[src/rtl/pipe_stage_skid.sv]
// rtl/pipe_stage_skid.sv - flow-controlled inter-stage register with 2-entry skid buffer and flush
module pipe_stage_skid #(
    parameter int CTRL_W         = 8,
    parameter int DATA_W         = 160,
    parameter int FLUSH_CLR_DATA = 1
) (
    input  logic              clk,
    input  logic              rst,
    input  logic              flush_i,
    input  logic              in_valid_i,
    output logic              in_ready_o,
    input  logic [CTRL_W-1:0] in_ctrl_i,
    input  logic [DATA_W-1:0] in_data_i,
    output logic              out_valid_o,
    input  logic              out_ready_i,
    output logic [CTRL_W-1:0] out_ctrl_o,
    output logic [DATA_W-1:0] out_data_o,
    output logic [1:0]        occupancy_o
);

    logic              main_valid;
    logic [CTRL_W-1:0] main_ctrl;
    logic [DATA_W-1:0] main_data;
    logic              skid_valid;
    logic [CTRL_W-1:0] skid_ctrl;
    logic [DATA_W-1:0] skid_data;

    logic accept;
    logic drain;

    // skid_valid is a flop, so upstream ready never depends on out_ready_i
    assign in_ready_o  = ~skid_valid;
    assign accept      = in_valid_i & ~skid_valid;
    assign drain       = main_valid & out_ready_i;

    assign out_valid_o = main_valid;
    assign out_ctrl_o  = main_valid ? main_ctrl : '0;
    assign out_data_o  = main_data;
    assign occupancy_o = {1'b0, main_valid} + {1'b0, skid_valid};

    always_ff @(posedge clk) begin
        if (rst) begin
            main_valid <= 1'b0;
            main_ctrl  <= '0;
            main_data  <= '0;
            skid_valid <= 1'b0;
            skid_ctrl  <= '0;
            skid_data  <= '0;
        end else if (flush_i) begin
            // a concurrent drain has already been seen downstream; an accept is squashed
            main_valid <= 1'b0;
            main_ctrl  <= '0;
            skid_valid <= 1'b0;
            skid_ctrl  <= '0;
            if (FLUSH_CLR_DATA != 0) begin
                main_data <= '0;
                skid_data <= '0;
            end
        end else if (skid_valid) begin
            if (drain) begin
                main_ctrl  <= skid_ctrl;
                main_data  <= skid_data;
                skid_valid <= 1'b0;
                skid_ctrl  <= '0;
            end
        end else if (accept && (!main_valid || drain)) begin
            main_valid <= 1'b1;
            main_ctrl  <= in_ctrl_i;
            main_data  <= in_data_i;
        end else if (accept) begin
            skid_valid <= 1'b1;
            skid_ctrl  <= in_ctrl_i;
            skid_data  <= in_data_i;
        end else if (drain) begin
            main_valid <= 1'b0;
            main_ctrl  <= '0;
        end
    end

endmodule

[config.mk]
export PLATFORM = sky130hd
export DESIGN_NAME = pipe_stage_skid
export DESIGN_NICKNAME = d
export VERILOG_FILES = /design/src/rtl/pipe_stage_skid.sv
export SDC_FILE = /design/constraint.sdc
export NUM_CORES = 1
export LEC_CHECK = 0
export CORE_ASPECT_RATIO = 0.9
export CORE_UTILIZATION = 30
export DETAILED_ROUTE_END_ITERATION = 16
export HOLD_SLACK_MARGIN = 0.1
export SLEW_MARGIN = 20
export SYNTH_ARGS = -nofsm -noshare
export SYNTH_HDL_FRONTEND = slang
export SYNTH_SLANG_ARGS = --single-unit
[constraint.sdc]
create_clock -name clk -period 1.9 [get_ports clk]
set_input_delay 0.38 -clock clk [delete_from_list [all_inputs] [get_ports clk]]
set_output_delay 0.38 -clock clk [all_outputs]
set_load 0.01 [all_outputs]
; ---- Yosys cells after proc, flatten, opt, wreduce, memory -nomap -nowiden
; Cells that the tools add are included.
[word_totals]
reg_bits = 338
input_bits = 173
out_inout_bits = 172
wordCells = 46
[classes]
addsub = 1
n_eq_ne = 4
muxes = 19
bitwise = 4
reduce_logical = 12
[ops]
columns = op, count
row1 = two-way mux 160 bit, 3
row2 = two-way mux 8 bit, 9
row3 = AND reduction 3 bit, 4
row4 = two-way mux 1 bit, 7
row5 = nonzero test 2 bit, 3
row6 = "inequality test 2 x 1 -> 1 bit, second input constant", 2
row7 = "inequality test 3 x 2 -> 1 bit, second input constant", 1
row8 = adder 1 x 1 -> 2 bit, 1
row9 = AND 1 bit, 2
row10 = "inequality test 2 bit, second input constant", 1
row11 = NOT 1 bit, 2
row12 = AND reduction 2 bit, 1
row13 = OR reduction 2 bit, 1
row14 = logical AND 1 bit, 1
row15 = zero test 1 bit, 1
row16 = logical OR 1 bit, 1

; ---- Depth between registers and ports, before layout
; Gate-level depths: netlist (run 1).
[depth]
depth_word = 5
ltp_mapped = 8
mapped_depth_nobuf = 3

; ---- Worst setup path before layout (run 1)
; Ideal clock, no wire load.
[synth_path]
path_type = register to register
startpoint = register skid_valid
endpoint = register main_data[100] (netlist: out_data_o[100])
setup_ns = 0.081
t_arrival_ns = 1.569
required_time_ns = 1.819
slack_ns = 0.250
path_stages_with_launch = 9
n_path_buf = 5
synth_period_minus_slack_ns = 1.650
path_cell_list = dfxtp_1 > buf_4 > mux2_4 > buf_6 > and2_1 > buf_2 > buf_6 > buf_6 > a211oi_2
[synth_via]
elab_chain_len = 5
word_cells_on_any_way = 7
classes_between = eq/ne: 1 / mux: 1 / bitwise: 2 / reduce/logical: 3
[synth_lines]
columns = element, line_no
row1 = start: declaration, 24  ; logic skid_valid;
row2 = start signal: assignment, 46  ; skid_valid <= 1'b0;
row3 = start signal: assignment, 53  ; skid_valid <= 1'b0;
row4 = start signal: assignment, 63  ; skid_valid <= 1'b0;
row5 = NOT 1 bit (no line), --
row6 = AND 1 bit, 33  ; assign accept = in_valid_i & ~skid_valid;
row7 = logical AND 1 bit, 66  ; end else if (accept && (!main_valid || drain)) begin
row8 = nonzero test 2 bit (no line), --
row9 = AND reduction 2 bit (no line), --
row10 = end signal: assignment, 62  ; main_data <= skid_data;
row11 = end signal: assignment, 69  ; main_data <= in_data_i;
row12 = end: declaration, 23  ; logic [DATA_W-1:0] main_data;
; Parallel ways exist; a longest one is shown, timed or not.
; A chain may end at the register's enable or synchronous reset.

; ---- Worst setup path after layout (run 1)
[layout_path]
startpoint = register main_data[115] (netlist: out_data_o[115])
endpoint = output out_data_o[115]
[layout_lines]
columns = element, line_no
row1 = end: declaration, 17  ; output logic [DATA_W-1:0] out_data_o,
; No word-level cell between the ends.

==> impl_metrics.yaml, run 1 <==
logic_synthesis:
  synth_edf_count: 0
  async_flop_share: 0
  synth_cells: 1532
  synth_area_leader_cell: "dfxtp_1"
  syn_avg_cell_area_um2: 9.15
  syn-cell-area_mm2: 0.0140
  ys_types: 25
  synthTopCellsByArea: "dfxtp_1 48%, a21oi_1 12%, mux2i_1 11%, nand2_1 9.0%, a211oi_2 8.9%"
  synth-seq-cells: 338
  yosysSeqAreaShare: 0.483
  netlist.area_leader.share: 0.483
  syn_nets: 1706
  yosysMostFrequentCell: "dfxtp_1"
  netlist_top_cells_count: "338 x dfxtp_1, 337 x nand2_1, 330 x a21oi_1, 160 x mux2i_1, 114 x clkbuf_1"
  yosys_warnings: 0
  synth_flop_cell: "dfxtp_1"
power_and_ir_drop:
  post-layout-total-power_mw: 16.6
  intPower_mw: 12.5
  leakagePower_nw: 6.64
  power_frac_seq: 0.446
  power.switching_mw: 4.03
  p_clk_frac: 0.436
  combPwrFrac: 0.119
  switching_share: 0.243
  power_density_mw_per_mm2: 830
  max-vdd-ir-drop_v: 0.000543
worst_setup_path:
  path_class: "flip-flop to output pin"
  cpLargestDelayFamily: "buffers and inverters"
  cp_max_fo: 2
  critPathCaptureType: "output pin"
  cpPeakStageDelay_ns: 0.57
  crit_arrival_ns: 1.49
  worstPathCellList: "clkdlybuf4s50_1"
  start_kind: "flip-flop"
  worstPathRequired_ns: 1.52
  crit_buf_inv: 1
  cp_slowest_cell: "clkdlybuf4s50_1"
finish:
  final_util: 0.436
  antenna_cells: 0
  drive_gt1_frac: 0.140
  syn2layout_area_growth_pct: 42.3
  fin_area_mm2: 0.0200
  nNetsFinal: 2040
place:
  placedInstanceArea_mm2: 0.0187
  port_buffers: 344
  dp.final_hpwl_um: 30200
  place_congestion: 0.760
sta:
  drv_slew: 0
  fin_crit_ns: 1.87
  hold_viol: 0
  finalCritPeriodShare: 0.986
  setup_violations: 0
  worstMarginPinSlew_ns: 0.537
  holdWs_ns: 0.408
  relSlewSlack: 0.642
  clock_skew_ns: 0.00913
  grt_setup_unrepaired: "no"
  setup_tns_ns: 0
  fmax_ghz: 0.534
detailed_routing:
  antenna_left: 0
  drt_wl_total_um: 43500
  vias: 12289
  drc: 0
  wl_per_cell_um: 17.4
  drt-vias-per-instance: 4.91
  drt-initial-drc-count: 568
  drt_pass1_iterations: 4
floorplanning:
  std_cell_rows: 74
  die_x_um: 230
  die_y_um: 207
  core_mm2: 0.0457
  initial_core_util: 0.307
  io_pins: 345
  dieArea_mm2: 0.0476
clock_network:
  path_clk_slew_ns: 0.06
  htree_levels: 2
  worstSkewPairLatency_ns: 0.54
  cts_hold_buf: 0
  ctsLongestPathBuffers: 3
  clock-root-buffer: "clkbuf_16"
  clkSinkCount: 338
  cts_tree: "built"
  cts_made_buffers: 39
global_routing:
  grt_pass1_wl_um: 67700
  grt_overflow: 0
  antenna_found_initial: 1
  grtUsageTotal: 0.176
  grt_pass1_vias: 12211
  grt_max_degree: 57
min_path:
  hp-class: "input pin to flip-flop"
status:
  outcome: "finished clean"
flow_run:
  max-cap-violations: 0
-- routing by layer --
| metal | global-route usage | share of wire | vias to the layer above |
|---|---|---|---|
| li1 | - | - | 6057 |
| met1 | 0.232 | 0.46 | 5858 |
| met2 | 0.280 | 0.46 | 315 |
| met3 | 0.0464 | 0.065 | 59 |
| met4 | 0.0555 | 0.021 | 0 |
| met5 | 0 | 0 | - |
-- cell type report --
class,instances,area [um^2]
fillers,4446,25800
multi-input cells,1033,6580
inverters,10,37.5
flip-flops and latches,338,6770
repair buffers,444,4570
well taps,608,761
clock inverters,8,52.6
clock buffers,60,1180
-- tightest hold or removal path, delay by kind of cell --
| kind | cells | cell delay [ns] |
|---|---|---|
| and+or+nand+nor | 1 | 0.06 |
| AOI/OAI and AO/OA | 1 | 0.05 |
| buffers and inverters | 1 | 0.41 |
-- placed cells by master (no fill, tap or decap), drive strengths merged --
| cell type | netlist | routed |
|---|---|---|
| nand2b | 2 | 2 |
| dfxtp | 338 | 338 |
| and2 | 9 | 9 |
| mux2 | 1 | 1 |
| or2 | 1 | 1 |
| nand2 | 337 | 337 |
| ha | 1 | 1 |
| dlymetal6s2s | 0 | 11 |
| o211a | 1 | 1 |
| clkinvlp | 0 | 2 |
| a221oi | 8 | 8 |
| a21oi | 330 | 330 |
| mux2i | 160 | 160 |
| clkdlybuf4s15 | 0 | 3 |
| o21ai | 9 | 9 |
| inv | 10 | 10 |
| dlygate4sd2 | 0 | 14 |
| clkdlybuf4s50 | 0 | 316 |
| nor2 | 2 | 2 |
| nand4bb | 1 | 1 |
| nand3 | 9 | 9 |
| clkbuf | 114 | 60 |
| clkinv | 0 | 6 |
| o21a | 1 | 1 |
| a211oi | 160 | 160 |
| buf | 37 | 100 |
| nor4bb | 1 | 1 |
-- flip-flops by register name, summed over array words and instances (netlist names) --
register / flops
out_data_o: 160
out_valid_o: 1
skid_ctrl: 8
skid_valid: 1
skid_data: 160
main_ctrl: 8
-- cell families after synthesis --
| group | Yosys count | synth area share |
|---|---|---|
| flip-flops | 338 | 0.483 |
| AND/OR/NAND/NOR | 362 | 0.101 |
| adder cells (fa/ha/maj) | 1 | 0.000892 |
| buffers and inverters | 161 | 0.0518 |
| AO/OA/AOI/OAI | 509 | 0.249 |
| multiplexers | 161 | 0.115 |
-- worst paths after layout --
path	start	endpoint	slack [ns]	depth (start not counted)
max	out_data_o[115]$_SDFFE_PP0P_	out_data_o[115]	0.03	1
min	in_data_i[22]	skid_data[22]$_SDFFE_PP0P_	0.41	3
max reg2reg	skid_valid$_SDFF_PP0_	out_data_o[100]$_SDFFE_PP0P_	0.13	5
min reg2reg	skid_data[87]$_SDFFE_PP0P_	skid_data[87]$_SDFFE_PP0P_	0.45	2
-- per-stage QoR --
step / worst slack (ns) / std cells
2_1_floorplan: 0.250 / 1532
3_3_place_gp: -0.187 / 2432
3_5_place_dp: -0.204 / 2432
4_1_cts: 0.00233 / 2501
5_1_grt: 0.000138 / 2501
6_report: 0.0274 / 2501
-- repair_timing --
item / CTS / global route
endpoints found under the setup margin: 18 / 13
buffers inserted: 1 / 0
gates resized for setup: 20 / 13
-- power groups by stage --
| stage | clock network (mW) | logic (mW) | registers [mW] |
|---|---|---|---|
| detailed placement | 0 | 1.98 | 7.54 |
| floorplan | 0 | 0.823 | 7.58 |
| global placement | 0 | 1.96 | 7.54 |
| global route | 7.72 | 2.11 | 7.40 |
| CTS | 7.44 | 1.98 | 7.38 |
| finish | 7.22 | 1.97 | 7.38 |
No activity file was read; power rests on OpenSTA's default activity.
==> run 2, diff against run 1 <==
Settings changed: CAP_MARGIN set to 20, RECOVER_POWER set to 50.
==> impl_metrics.yaml, run 2 (synthesis gave the netlist of run 1 again) <==
status:
  outcome: "finished clean"
clock_network:
  ctsLongestPathBuffers: 3
  clock-root-buffer: "clkbuf_16"
  worstSkewPairLatency_ns: 0.54
  cts_made_buffers: 39
  cts_hold_buf: 0
  htree_levels: 2
  path_clk_slew_ns: 0.06
  clkSinkCount: 338
  cts_tree: "built"
global_routing:
  grtUsageTotal: 0.176
  grt_max_degree: 57
  grt_pass1_wl_um: 67700
  antenna_found_initial: 1
  grt_pass1_vias: 12211
  grt_overflow: 0
min_path:
  hp-class: "input pin to flip-flop"
finish:
  instances_no_fill: 2501
  multi_input_area_mm2: 0.00655
  syn2layout_area_growth_pct: 41.0
  final-seq-area_mm2: 0.00677
  final_common_cell: "nand2_1"
  fillers: 4483
  drive_gt1_frac: 0.134
  nNetsFinal: 2040
  fin_area_mm2: 0.0198
  antenna_cells: 0
  final_cell_mix: "337 x nand2_1, 336 x dfxtp_1, 330 x a21oi_1"
  final_util: 0.432
sta:
  fin_crit_ns: 1.87
  grt_setup_unrepaired: "no"
  relSlewSlack: 0.645
  clock_skew_ns: 0.00930
  worstMarginPinSlew_ns: 0.533
  setup_ws_ns: 0.0317
  hold_viol: 0
  fmax_ghz: 0.535
  setup_violations: 0
  finalCritPeriodShare: 0.983
  drv_slew: 0
  setup_tns_ns: 0
worst_setup_path:
  r2r_start: "skid_valid$_SDFF_PP0_"
  worstPathCellList: "clkdlybuf4s50_1"
  crit_start: "out_data_o[115]$_SDFFE_PP0P_"
  critPathCapture: "out_data_o[115]"
  crit_buf_inv: 1
  cpLargestDelayFamily: "buffers and inverters"
  start_kind: "flip-flop"
  cp_max_fo: 2
  ff2ff_path_depth: 6
  crit_arrival_ns: 1.49
  path_class: "flip-flop to output pin"
  worstPathRequired_ns: 1.52
  critPathCaptureType: "output pin"
  cp_slowest_cell: "clkdlybuf4s50_1"
  cp.depth: 1
  r2r_slack_ns: 0.10
  rr_endpoint: "out_data_o[75]$_SDFFE_PP0P_"
  cpPeakStageDelay_ns: 0.57
place:
  dp.final_hpwl_um: 30200
  dp_slack_ns: -0.204
  port_buffers: 344
  placedInstanceArea_mm2: 0.0187
  place_congestion: 0.760
  placedCellCount: 2432
power_and_ir_drop:
  power_frac_seq: 0.447
  intPower_mw: 12.5
  power.switching_mw: 4.02
  combPwrFrac: 0.117
  switching_share: 0.243
  power_density_mw_per_mm2: 837
  max-vdd-ir-drop_v: 0.000542
  leakagePower_nw: 6.38
  p_clk_frac: 0.436
floorplanning:
  core_mm2: 0.0457
  std_cell_rows: 74
  initial_core_util: 0.307
  dieArea_mm2: 0.0476
  io_pins: 345
  die_y_um: 207
  die_x_um: 230
detailed_routing:
  drt_pass1_iterations: 5
  drt_wl_total_um: 43500
  drt-vias-per-instance: 4.94
  antenna_left: 0
  vias: 12350
  drt-initial-drc-count: 548
  wl_per_cell_um: 17.4
  drc: 0
flow_run:
  max-cap-violations: 0
## run 2: cell count changes in the layout (fill, tap and decap cells not counted), sizes merged
| cell | delta |
|---|---|
| buf | -17 |
| clkbuf | +23 |
| dlymetal6s2s | -11 |
| clkdlybuf4s25 | +5 |
## run 2: how the worst min path moves through the flow
stage,startpoint,endpoint,slack (ns),cells after the start
2_1_floorplan,main_ctrl[0]$_SDFFE_PP0P_,main_ctrl[0]$_SDFFE_PP0P_,0.44,2
3_3_place_gp,skid_data[8]$_SDFFE_PP0P_,skid_data[8]$_SDFFE_PP0P_,0.44,2
3_5_place_dp,skid_data[155]$_SDFFE_PP0P_,skid_data[155]$_SDFFE_PP0P_,0.45,2
4_1_cts,in_data_i[22],skid_data[22]$_SDFFE_PP0P_,0.37,3
5_1_grt,in_data_i[115],skid_data[115]$_SDFFE_PP0P_,0.41,3
6_report,in_data_i[22],skid_data[22]$_SDFFE_PP0P_,0.41,3
## run 2: worst reg2reg max path, stage by stage (launching register included)
cell and delay, ns:
dfxtp_4 0.35, buf_4 0.17, mux2_8 0.25, buf_4 0.15
buf_4 0.38, a21oi_1 0.16, a211oi_1 0.24
## run 2: timing repair
action                     CTS  global route
cloned                       0             0
setup endpoints to repair   18            13
setup buffers                1             0
gates resized for setup     20            13
## run 2: layout make-up
type / instances / area share
Sequential cell: 338 / 0.343
Multi-Input combinational cell: 1033 / 0.331
Timing Repair Buffer: 444 / 0.223
Clock buffer: 60 / 0.0596
Tap cell: 608 / 0.0385
Clock inverter: 8 / 0.00266
Inverter: 10 / 0.00190
## run 2: metrics by stage
stage                     total power, mW  hold slack [ns]
after CTS                            16.8            0.371
after global routing                 17.2            0.411
after floorplan                      8.41            0.435
after detailed placement             9.52            0.446
final                                16.5            0.408
after global placement               9.50            0.441
## run 2: power groups by stage
stage | logic, mW | registers [mW] | clock network [mW]
2_1_floorplan | 0.823 | 7.58 | 0
3_3_place_gp | 1.96 | 7.54 | 0
3_5_place_dp | 1.98 | 7.54 | 0
4_1_cts | 1.98 | 7.38 | 7.44
5_1_grt | 2.08 | 7.40 | 7.72
6_report | 1.94 | 7.38 | 7.21
## run 2: per-layer routing
| metal | GRT usage | share of wire | vias up |
|---|---|---|---|
| li1 | - | - | 6066 |
| met1 | 0.232 | 0.45 | 5919 |
| met2 | 0.280 | 0.46 | 306 |
| met3 | 0.0464 | 0.066 | 59 |
| met4 | 0.0555 | 0.020 | 0 |
| met5 | 0 | 0 | - |
